===== config.mk =====
export PLATFORM = sky130hd
export DESIGN_NAME = char_move_ctrl
export DESIGN_NICKNAME = d
export VERILOG_FILES = /design/src/rtl/char_move_ctrl.sv
export SDC_FILE = /design/constraint.sdc
export NUM_CORES = 1
export LEC_CHECK = 0
export CAP_MARGIN = 10
export CORE_MARGIN = 2
export CORE_UTILIZATION = 52
export CTS_BUF_LIST = sky130_fd_sc_hd__clkbuf_16
export DETAILED_ROUTE_END_ITERATION = 6
export PLACE_DENSITY_LB_ADDON = 0.15
export SLEW_MARGIN = 20
export SYNTH_ARGS = -nofsm -noshare
export SYNTH_HDL_FRONTEND = slang
export SYNTH_SLANG_ARGS = --single-unit

===== constraint.sdc =====
create_clock -name Clk -period 5.1 [get_ports Clk]
set_input_delay 1.02 -clock Clk [delete_from_list [all_inputs] [get_ports Clk]]
set_output_delay 1.02 -clock Clk [all_outputs]
set_load 0.01 [all_outputs]

===== src/rtl/char_move_ctrl.sv =====
// -----------------------------------------------------------------------------
// char_move_ctrl
//
// Tile-based overworld character movement controller. The character sits on a
// 16x16 pixel tile grid. A direction key first turns the character to face
// that way (TURN, 4 frames). Pressing the key it already faces takes a full
// 16 px step (WALK), or plays a bump animation (BUMP, 16 frames) when the
// destination tile is blocked or lies past the map edge. All motion advances
// only on frame_tick; Reset acts on any Clk edge and wins over frame_tick.
//
// Optional feature (macro CHAR_RUN_EN):
//   defined   -> run_btn held when a step starts makes it a 2 px/frame run step
//   undefined -> run_btn ignored, charIsRunning is always 0, 1 px/frame steps
//
// Ports:
//   Clk, Reset             clock, synchronous active-high reset
//   frame_tick             one-Clk pulse per video frame
//   move_en                overworld active; gates starting new actions
//   keycode[7:0]           0x1A up, 0x16 down, 0x04 left, 0x07 right
//   run_btn                run request, sampled at step start
//   blocked                destination tile not walkable (from target_x/y)
//   target_x/target_y      tile adjacent in the key direction (clamped)
//   charxcurrpos/charycurrpos  character position, pixels
//   direction[1:0]         facing: 00 down, 01 up, 10 left, 11 right
//   charIsMoving           high while walking
//   charIsRunning          high while the current step is a run step
//   charMoveFrame[1:0]     animation frame
//   atTile                 high when idle on a tile boundary
// -----------------------------------------------------------------------------
module char_move_ctrl #(
  parameter logic [9:0] START_X = 10'd208,
  parameter logic [9:0] START_Y = 10'd224,
  parameter logic [9:0] MAX_X   = 10'd624,
  parameter logic [9:0] MAX_Y   = 10'd464
) (
  input  logic       Clk,
  input  logic       Reset,
  input  logic       frame_tick,
  input  logic       move_en,
  input  logic [7:0] keycode,
  input  logic       run_btn,
  input  logic       blocked,
  output logic [9:0] target_x,
  output logic [9:0] target_y,
  output logic [9:0] charxcurrpos,
  output logic [9:0] charycurrpos,
  output logic [1:0] direction,
  output logic       charIsMoving,
  output logic       charIsRunning,
  output logic [1:0] charMoveFrame,
  output logic       atTile
);

  localparam logic [1:0] DIR_DOWN  = 2'b00;
  localparam logic [1:0] DIR_UP    = 2'b01;
  localparam logic [1:0] DIR_LEFT  = 2'b10;
  localparam logic [1:0] DIR_RIGHT = 2'b11;
  localparam logic [9:0] TILE      = 10'd16;

  typedef enum logic [1:0] {S_IDLE, S_TURN, S_WALK, S_BUMP} state_t;

  state_t            state, state_nxt;
  logic [3:0]        cnt, cnt_nxt;
  logic [9:0]        pos_x, pos_y, pos_x_nxt, pos_y_nxt;
  logic [1:0]        dir_q, dir_nxt;
  logic              run_q, run_nxt, run_sel;
  logic              key_vld;
  logic [1:0]        key_dir;
  logic signed [9:0] step_mag, step_delta;
  logic [4:0]        walk_sum;

  // True when stepping from (x,y) in direction d would leave the map.
  function automatic logic at_edge(input logic [1:0] d, input logic [9:0] x,
                                   input logic [9:0] y);
    logic edge_hit;
    edge_hit = 1'b0;
    case (d)
      DIR_DOWN:  edge_hit = (y >= MAX_Y);
      DIR_UP:    edge_hit = (y == 10'd0);
      DIR_LEFT:  edge_hit = (x == 10'd0);
      DIR_RIGHT: edge_hit = (x >= MAX_X);
      default:   edge_hit = 1'b0;
    endcase
    return edge_hit;
  endfunction

`ifdef CHAR_RUN_EN
  assign run_sel = run_btn;
`else
  logic run_btn_unused;
  assign run_btn_unused = run_btn;
  assign run_sel        = 1'b0;
`endif

  always_comb begin
    key_vld = 1'b1;
    key_dir = DIR_DOWN;
    case (keycode)
      8'h1A:   key_dir = DIR_UP;
      8'h16:   key_dir = DIR_DOWN;
      8'h04:   key_dir = DIR_LEFT;
      8'h07:   key_dir = DIR_RIGHT;
      default: key_vld = 1'b0;
    endcase
  end

  // Neighbour tile in the key direction; clamped to the current tile at an edge.
  always_comb begin
    target_x = pos_x;
    target_y = pos_y;
    if (key_vld && !at_edge(key_dir, pos_x, pos_y)) begin
      case (key_dir)
        DIR_DOWN:  target_y = pos_y + TILE;
        DIR_UP:    target_y = pos_y - TILE;
        DIR_LEFT:  target_x = pos_x - TILE;
        DIR_RIGHT: target_x = pos_x + TILE;
        default:   target_x = pos_x;
      endcase
    end
  end

  // Signed per-frame displacement along the facing axis.
  always_comb begin
    step_mag   = run_q ? 10'sd2 : 10'sd1;
    step_delta = ((dir_q == DIR_UP) || (dir_q == DIR_LEFT)) ? -step_mag : step_mag;
    // Bit 4 of the sum marks the 16 px step as complete; bits 3:0 then wrap to 0.
    walk_sum   = {1'b0, cnt} + (run_q ? 5'd2 : 5'd1);
  end

  // Next-state logic: everything holds unless frame_tick is high.
  always_comb begin
    state_nxt = state;
    cnt_nxt   = cnt;
    dir_nxt   = dir_q;
    run_nxt   = run_q;
    pos_x_nxt = pos_x;
    pos_y_nxt = pos_y;
    if (frame_tick) begin
      case (state)
        S_IDLE: begin
          if (move_en && key_vld) begin
            cnt_nxt = 4'd0;
            if (key_dir != dir_q) begin
              dir_nxt   = key_dir;
              state_nxt = S_TURN;
            end else if (blocked || at_edge(dir_q, pos_x, pos_y)) begin
              state_nxt = S_BUMP;
            end else begin
              run_nxt   = run_sel;
              state_nxt = S_WALK;
            end
          end
        end
        S_TURN: begin
          cnt_nxt = cnt + 4'd1;
          if (cnt == 4'd3) begin
            cnt_nxt   = 4'd0;
            state_nxt = S_IDLE;
          end
        end
        S_WALK: begin
          cnt_nxt = walk_sum[3:0];
          if (dir_q[1]) pos_x_nxt = pos_x + $unsigned(step_delta);
          else          pos_y_nxt = pos_y + $unsigned(step_delta);
          if (walk_sum[4]) state_nxt = S_IDLE;
        end
        S_BUMP: begin
          // Counter wraps 15 -> 0 on the last bump frame.
          cnt_nxt = cnt + 4'd1;
          if (cnt == 4'd15) state_nxt = S_IDLE;
        end
        default: state_nxt = S_IDLE;
      endcase
    end
  end

  always_ff @(posedge Clk) begin
    if (Reset) begin
      state <= S_IDLE;
      cnt   <= 4'd0;
      dir_q <= DIR_DOWN;
      run_q <= 1'b0;
      pos_x <= START_X;
      pos_y <= START_Y;
    end else begin
      state <= state_nxt;
      cnt   <= cnt_nxt;
      dir_q <= dir_nxt;
      run_q <= run_nxt;
      pos_x <= pos_x_nxt;
      pos_y <= pos_y_nxt;
    end
  end

  // Outputs decoded from the registered state.
  always_comb begin
    charxcurrpos  = pos_x;
    charycurrpos  = pos_y;
    direction     = dir_q;
    charIsMoving  = 1'b0;
    charIsRunning = 1'b0;
    charMoveFrame = 2'b00;
    atTile        = 1'b0;
    case (state)
      S_IDLE: atTile = 1'b1;
      S_TURN: charMoveFrame = 2'b01;
      S_WALK: begin
        charIsMoving  = 1'b1;
        charIsRunning = run_q;
        charMoveFrame = cnt[3:2];
      end
      S_BUMP: charMoveFrame = cnt[3:2];
      default: atTile = 1'b0;
    endcase
  end

endmodule


==> run summary, run 1 <==
status - completed
DR WL met2 - 3190 µm
CP dominant cell by count - o31ai_1
EDFF count, synth - 0
Crit Path Class - in2out
share of cells above drive strength 1 - 0.102
Final HPWL DP - 5170 µm
routability cong. - 0.894
via/cell ratio - 5.72
combinational share of power - 0.080
Highest Signal Layer - met4
crit path launch type - input port
worst skew pair latency - 0.26 ns
global-route wire length before repair - 11900 µm
vias in the first global route - 2595
maximum fanout along the worst path - 3
worst path required time - 4.08 ns
CTS Buf Count - 3
switch share - 0.212
worst vdd ir - 0.141 mV
commonest cells in the netlist - nor2_1 (35), a21oi_1 (32), ha_1 (29)
IO buf count - 58
first-pass iteration count of the detailed router - 4
area leader, netlist - dfxtp_1
post-layout net count - 443
chip width - 76.8 µm
via count - 2653
DIE AREA - 5890 µm²
Syn Inst Count - 335
Yosys reg bits - 28
Core Box Area - 5110 µm²
drt drc - 0
ANT cells - 0
drt initial violations - 103
Sink Count - 28
Psw - 0.0000920 W
Final Hold Viols - 0
Yosys cell types - 59
most common cell in the synthesized netlist - nor2_1
Slew Limit Fails - 0
Root Buffer - clkbuf_16
Leak - 1.45 nW
main area contributors after synthesis - dfxtp_1 (20%), ha_1 (13%), a21oi_1 (5.8%)
fmax - 0.201 GHz
GR Util All Layers - 0.238
P_int - 0.000341 W
CTS tree - done
met3 WL - 318 µm
Synth Flop Type - dfxtp_1
Crit path largest cell delay - 0.52 ns
syn nets - 382
asr flop ratio synth - 0
final setup violation count - 0
setup_tns - 0 ns
RSZ-0062 raised after global routing - false
CP cell instances - clkdlybuf4s50_1, or3_4, or4_4, inv_1, ha_1, a211oi_2, o21bai_1, a21oi_1, xnor2_1, o31ai_1, o31ai_1, dlygate4sd2_1
Hold WS - 0.552 ns
PD cells - 123 nW/µm²
# Max-Cap Violations - 0
clk buf depth - 2
Synth top area share - 0.204
Clock Skew - 0.00170 ns
Yosys warning total - 0
Worst EP arrival - 3.95 ns
Synth Cell Area - 2750 µm²
Die Ht - 76.8 µm
crit path capture type - primary output
initial antenna violation count - 0
initial core utilization - 0.539
wl on met1 - 3190 µm
crit share post-route - 0.975
Clk pwr share - 0.414
Routed Antenna Nets - 0
Mapped Avg Cell Area - 8.22 µm²
Synth-to-Final Area Change - 27.4%
DRT Wirelength - 6730 µm
sequential share of power - 0.506
routed length per instance - 14.5 µm
Worst-Margin Slew - 0.894 ns
minimum clock period - 4.97 ns
# rows - 26
largest net degree at the start of global routing - 27
remaining global-route overflow - 0
clk slew on worst S/H paths - 0.07 ns
H-Tree Depth - 1
Hold Path Class - reg2reg
Slowest cell on crit path - or4_4
slew margin rel. - 0.395
sequential area share after synthesis - 0.204
total power - 0.000433 W
I/O pins - 61
[cell type report]
cell class | instances | area, µm²
clock buffer | 3 | 75.1
fill | 453 | 1600
inverter | 8 | 30.0
multi-input combinational | 284 | 2070
sequential | 28 | 561
tap | 70 | 87.6
timing repair buffer | 71 | 679
[worst max-delay path: cells and delay by family]
family                     cells  cell delay, ns
AOI/OAI and AO/OA              5            0.82
xor gates and xnor gates       1            0.11
adders and majority gates      1            0.26
buffers and inverters          3            0.84
and+or+nand+nor                2            0.93
[repair_timing]
action                                  4_1_cts  5_1_grt
hold buffers                                  0        0
gates cloned                                  0        0
pin swaps                                     0        1
endpoints found under the setup margin        1        3
resized for setup                             1        3
buffers inserted                              0        2
[path summary, 6_finish.rpt]
| check | start | end | slack (ns) | cells after the start |
|---|---|---|---|---|
| worst max-delay path | keycode[7] | target_y[9] | 0.13 | 12 |
| worst min-delay path | charxcurrpos[1]$_SDFFE_PP0P_ | charxcurrpos[1]$_SDFFE_PP0P_ | 0.55 | 2 |
| worst max register to register | direction[1]$_SDFFE_PP0P_ | charxcurrpos[9]$_SDFFE_PP0P_ | 1.72 | 9 |
| worst min register to register | charxcurrpos[1]$_SDFFE_PP0P_ | charxcurrpos[1]$_SDFFE_PP0P_ | 0.55 | 2 |
[routing by layer]
| metal | vias up | GRT usage |
|---|---|---|
| met5 | - | 0 |
| met4 | 0 | 0.0473 |
| met3 | 4 | 0.0188 |
| met2 | 67 | 0.416 |
| met1 | 1226 | 0.321 |
| li1 | 1356 | - |
[cell families after synthesis]
group,share of synthesized area
mux,0.0518
simple gates,0.219
other cells,0.00136
buf+inv,0.0464
flops,0.204
compound gates,0.235
xor+xnor,0.0827
fa+ha+maj,0.161
[state kept, by name (all words and copies together), names as in the netlist]
name,count
charxcurrpos,10
charycurrpos,10
cnt,4
direction,2
state,2
[metrics by stage]
stage / cell area [µm²] / cells / utilization / worst slack (ns)
5_1_grt: 3510 / 464 / 0.686 / 0.00774
3_5_place_dp: 3410 / 459 / 0.667 / -0.113
3_3_place_gp: 3410 / 459 / 0.667 / -0.0738
6_report: 3510 / 464 / 0.686 / 0.127
2_1_floorplan: 2750 / 335 / - / 0.803
4_1_cts: 3480 / 462 / 0.681 / 0.0285
[cells in the final DEF, fill, tap and decap left out, drive strengths merged, types with 3 or more instances in the layout]
| master | n |
|---|---|
| a211oi | 8 |
| a21o | 12 |
| a21oi | 33 |
| and2 | 3 |
| buf | 13 |
| clkbuf | 3 |
| clkdlybuf4s50 | 56 |
| dfxtp | 28 |
| fa | 4 |
| ha | 29 |
| inv | 8 |
| mux2 | 9 |
| mux2i | 3 |
| nand2 | 26 |
| nand3 | 10 |
| nand4 | 6 |
| nor2 | 35 |
| nor2b | 5 |
| nor3 | 8 |
| nor3b | 4 |
| nor4 | 6 |
| o211ai | 5 |
| o21ai | 17 |
| o21bai | 4 |
| o31ai | 4 |
| or4 | 4 |
| xnor2 | 18 |
| xor2 | 8 |
[power by group through the flow]
stage                     sequential (W)  clock, W  combinational, W
after detailed placement        0.000224         0         0.0000339
final                           0.000219  0.000179         0.0000345
after global routing            0.000219  0.000190         0.0000371
after CTS                       0.000219  0.000183         0.0000342
after global placement          0.000224         0         0.0000333
after floorplan                 0.000224         0         0.0000156
(Power assumes the default switching activity.)
==> run 2, diff against run 1 <==
--- a/config.mk
+++ b/config.mk
@@ -10,6 +10,7 @@
 export CORE_UTILIZATION = 52
 export CTS_BUF_LIST = sky130_fd_sc_hd__clkbuf_16
 export DETAILED_ROUTE_END_ITERATION = 6
+export HOLD_SLACK_MARGIN = 0.05
 export PLACE_DENSITY_LB_ADDON = 0.15
 export SLEW_MARGIN = 20
 export SYNTH_ARGS = -nofsm -noshare
==> results of run 2 <==
No change in the layout: final DEF, timing and power equal those of run 1.
==> run 3, diff against run 2 <==
--- a/config.mk
+++ b/config.mk
@@ -6,7 +6,6 @@
 export NUM_CORES = 1
 export LEC_CHECK = 0
 export CAP_MARGIN = 10
-export CORE_MARGIN = 2
 export CORE_UTILIZATION = 52
 export CTS_BUF_LIST = sky130_fd_sc_hd__clkbuf_16
 export DETAILED_ROUTE_END_ITERATION = 6
==> run 3 against run 2 <==
  * Design area down 0.43%
  * Clock skew is 0.0011 ns higher
  * Routed wire length grew 2.6%
  * Sequential power about the same
  * Die area shrank 5.1%
  * Worst hold slack got worse by 0.0096 ns
  * Sequential cell count is the same
  * First-iteration DRC count did not move
  * Utilization decreased by 0.29 points
  * Worst setup slack gained 0.0060 ns
  * Count of clock-buffer cells in the layout did not move
  * Register-to-register slack worse by 0.03 ns
==> run summary, run 3 (synthesis results as in run 1) <==
status - completed
setup slack, reg-to-reg - 1.69 ns (-0.03 ns)
slew margin rel. - 0.295 (-0.0996)
Leak - 1.44 nW (-0.70%)
Filler cells - 466 (+2.9%)
Finished Layout Cells - 463 (-0.22%)
via/cell ratio - 5.90 (+3.2%)
Crit Path Class - in2out
post-layout net count - 441 (-0.45%)
remaining global-route overflow - 0 (unchanged)
Layout Utilization - 0.683 (-0.00294)
initial antenna violation count - 0 (unchanged)
Slew Limit Fails - 0 (unchanged)
DIE AREA - 5590 µm² (-5.1%)
DP Cell Count - 458 (-0.22%)
H-Tree Depth - 1 (unchanged)
most common cell after layout, fill and taps aside - clkdlybuf4s50_1
drt drc - 0 (unchanged)
Routed Antenna Nets - 0 (unchanged)
worst skew pair latency - 0.27 ns (about the same)
crit path launch type - input port
routability cong. - 0.901 (+0.73%)
ANT cells - 0 (unchanged)
I/O pins - 61 (unchanged)
clk buf depth - 2 (unchanged)
Worst R2R Path Depth - 9 (unchanged)
Core Box Area - 5110 µm² (unchanged)
Final HPWL DP - 5170 µm (about the same)
IO buf count - 58 (unchanged)
crit path capture type - primary output
share of cells above drive strength 1 - 0.0967 (-0.00483)
fmax - 0.201 GHz (+0.12%)
routed length per instance - 14.9 µm (+2.9%)
Worst EP arrival - 3.95 ns (about the same)
via count - 2731 (+2.9%)
CTS Buf Count - 3 (unchanged)
worst vdd ir - 0.109 mV (-23%)
# rows - 26 (unchanged)
r2r endpoint - charxcurrpos[9]$_SDFFE_PP0P_
initial core utilization - 0.539 (unchanged)
# Max-Cap Violations - 0 (unchanged)
CTS Hold Bufs - 0 (unchanged)
Hold WS - 0.542 ns (-0.00957 ns)
crit share post-route - 0.974 (-0.00117)
maximum fanout along the worst path - 3 (unchanged)
first-pass iteration count of the detailed router - 6 (+2)
chip width - 74.8 µm (-2.6%)
Worst Hold Launch - cnt[1]$_SDFFE_PP0P_
Hold Path Sink - cnt[1]$_SDFFE_PP0P_
worst path required time - 4.08 ns (about the same)
setup ws final - 0.133 ns (+0.00599 ns)
Synth-to-Final Area Change - 26.8%
global-route wire length before repair - 10800 µm (-9.4%)
Worst R2R Start - direction[1]$_SDFFE_PP0P_
minimum clock period - 4.97 ns (-0.00599 ns)
Sink Count - 28 (unchanged)
DRT Wirelength - 6910 µm (+2.6%)
Clock Skew - 0.00281 ns (+0.00111 ns)
worst hold stages - 2 (unchanged)
PD cells - 125 nW/µm² (+1.5%)
Worst-Margin Slew - 1.05 ns (+0.160 ns)
commonest non-fill, non-tap cells in the layout - clkdlybuf4s50_1 (56), nor2_1 (35), a21oi_1 (32)
GR Util All Layers - 0.248 (+0.00971)
final setup violation count - 0 (unchanged)
vias in the first global route - 2399 (-7.6%)
total power - 0.000438 W (+1.1%)
Die Ht - 74.8 µm (-2.6%)
largest net degree at the start of global routing - 27 (unchanged)
clk slew on worst S/H paths - 0.07 ns (about the same)
drt initial violations - 103 (unchanged)
RSZ-0062 raised after global routing - false
Hold Path Class - reg2reg
Root Buffer - clkbuf_16
CTS tree - done
Final Hold Viols - 0 (unchanged)
pre-CTS WS - -0.0784 ns (+0.0349 ns)
[run 3: cell count changes in the layout (fill, tap and decap cells not counted), sizes merged]
cell | previous run | this run
buf | 13 | 11
clkinv | 0 | 1
[run 3: repair_timing]
| action | 4_1_cts | 5_1_grt |
|---|---|---|
| endpoints found under the setup margin | 1 | 3 |
| gates resized for setup | 1 | 3 |
| pin swaps | 0 | 3 |
| buffers inserted | 0 | 1 |
[run 3: layout make-up]
type / instances / area [µm²] / area share
multi-input cells: 284 / 2070 / 0.593
repair buffers: 69 / 664 / 0.190
flip-flops and latches: 28 / 561 / 0.161
well taps: 70 / 87.6 / 0.0251
clock buffers: 3 / 75.1 / 0.0215
inverters: 8 / 30.0 / 0.00860
clock inverters: 1 / 3.75 / 0.00108
[run 3: per-stage QoR]
stage / instance area, µm² / setup TNS (ns)
floorplan: 2750 / 0
global placement: 3400 / -0.0629
detailed placement: 3400 / -0.0784
CTS: 3480 / 0
global route: 3490 / 0
finish: 3490 / 0
[run 3: critical path: stages]
cell and delay, ns:
clkdlybuf4s50_1 0.43, or3_4 0.40, or4_4 0.53, inv_2 0.09, ha_1 0.24, a211oi_1 0.24, o21bai_1 0.11, a21oi_1 0.18
xnor2_1 0.11, o31ai_1 0.23, o31ai_1 0.10, dlygate4sd2_1 0.29
[run 3: layer usage]
metal,track usage,up-vias,part of all wire
met2,0.431,78,0.47
met1,0.330,1291,0.47
met4,0.0608,0,0.0088
met3,0.0228,9,0.048
li1,-,1353,-
met5,0,-,0
[run 3: power breakdown]
part | switching (W) | internal, W
sequential | 0.000000433 | 0.000219
combinational | 0.0000168 | 0.0000176
clock | 0.0000788 | 0.000105
[run 3: worst max-delay path by stage]
stage          startpoint           to  slack [ns]  cells after the start
6_report       keycode[7]  target_y[9]        0.13                     12
5_1_grt        keycode[7]  target_y[9]        0.02                     12
4_1_cts        keycode[7]  target_y[8]        0.02                     11
3_5_place_dp   keycode[7]  target_y[9]       -0.08                     12
3_3_place_gp   keycode[7]  target_y[9]       -0.06                     12
2_1_floorplan  keycode[7]  target_y[9]        0.80                      9
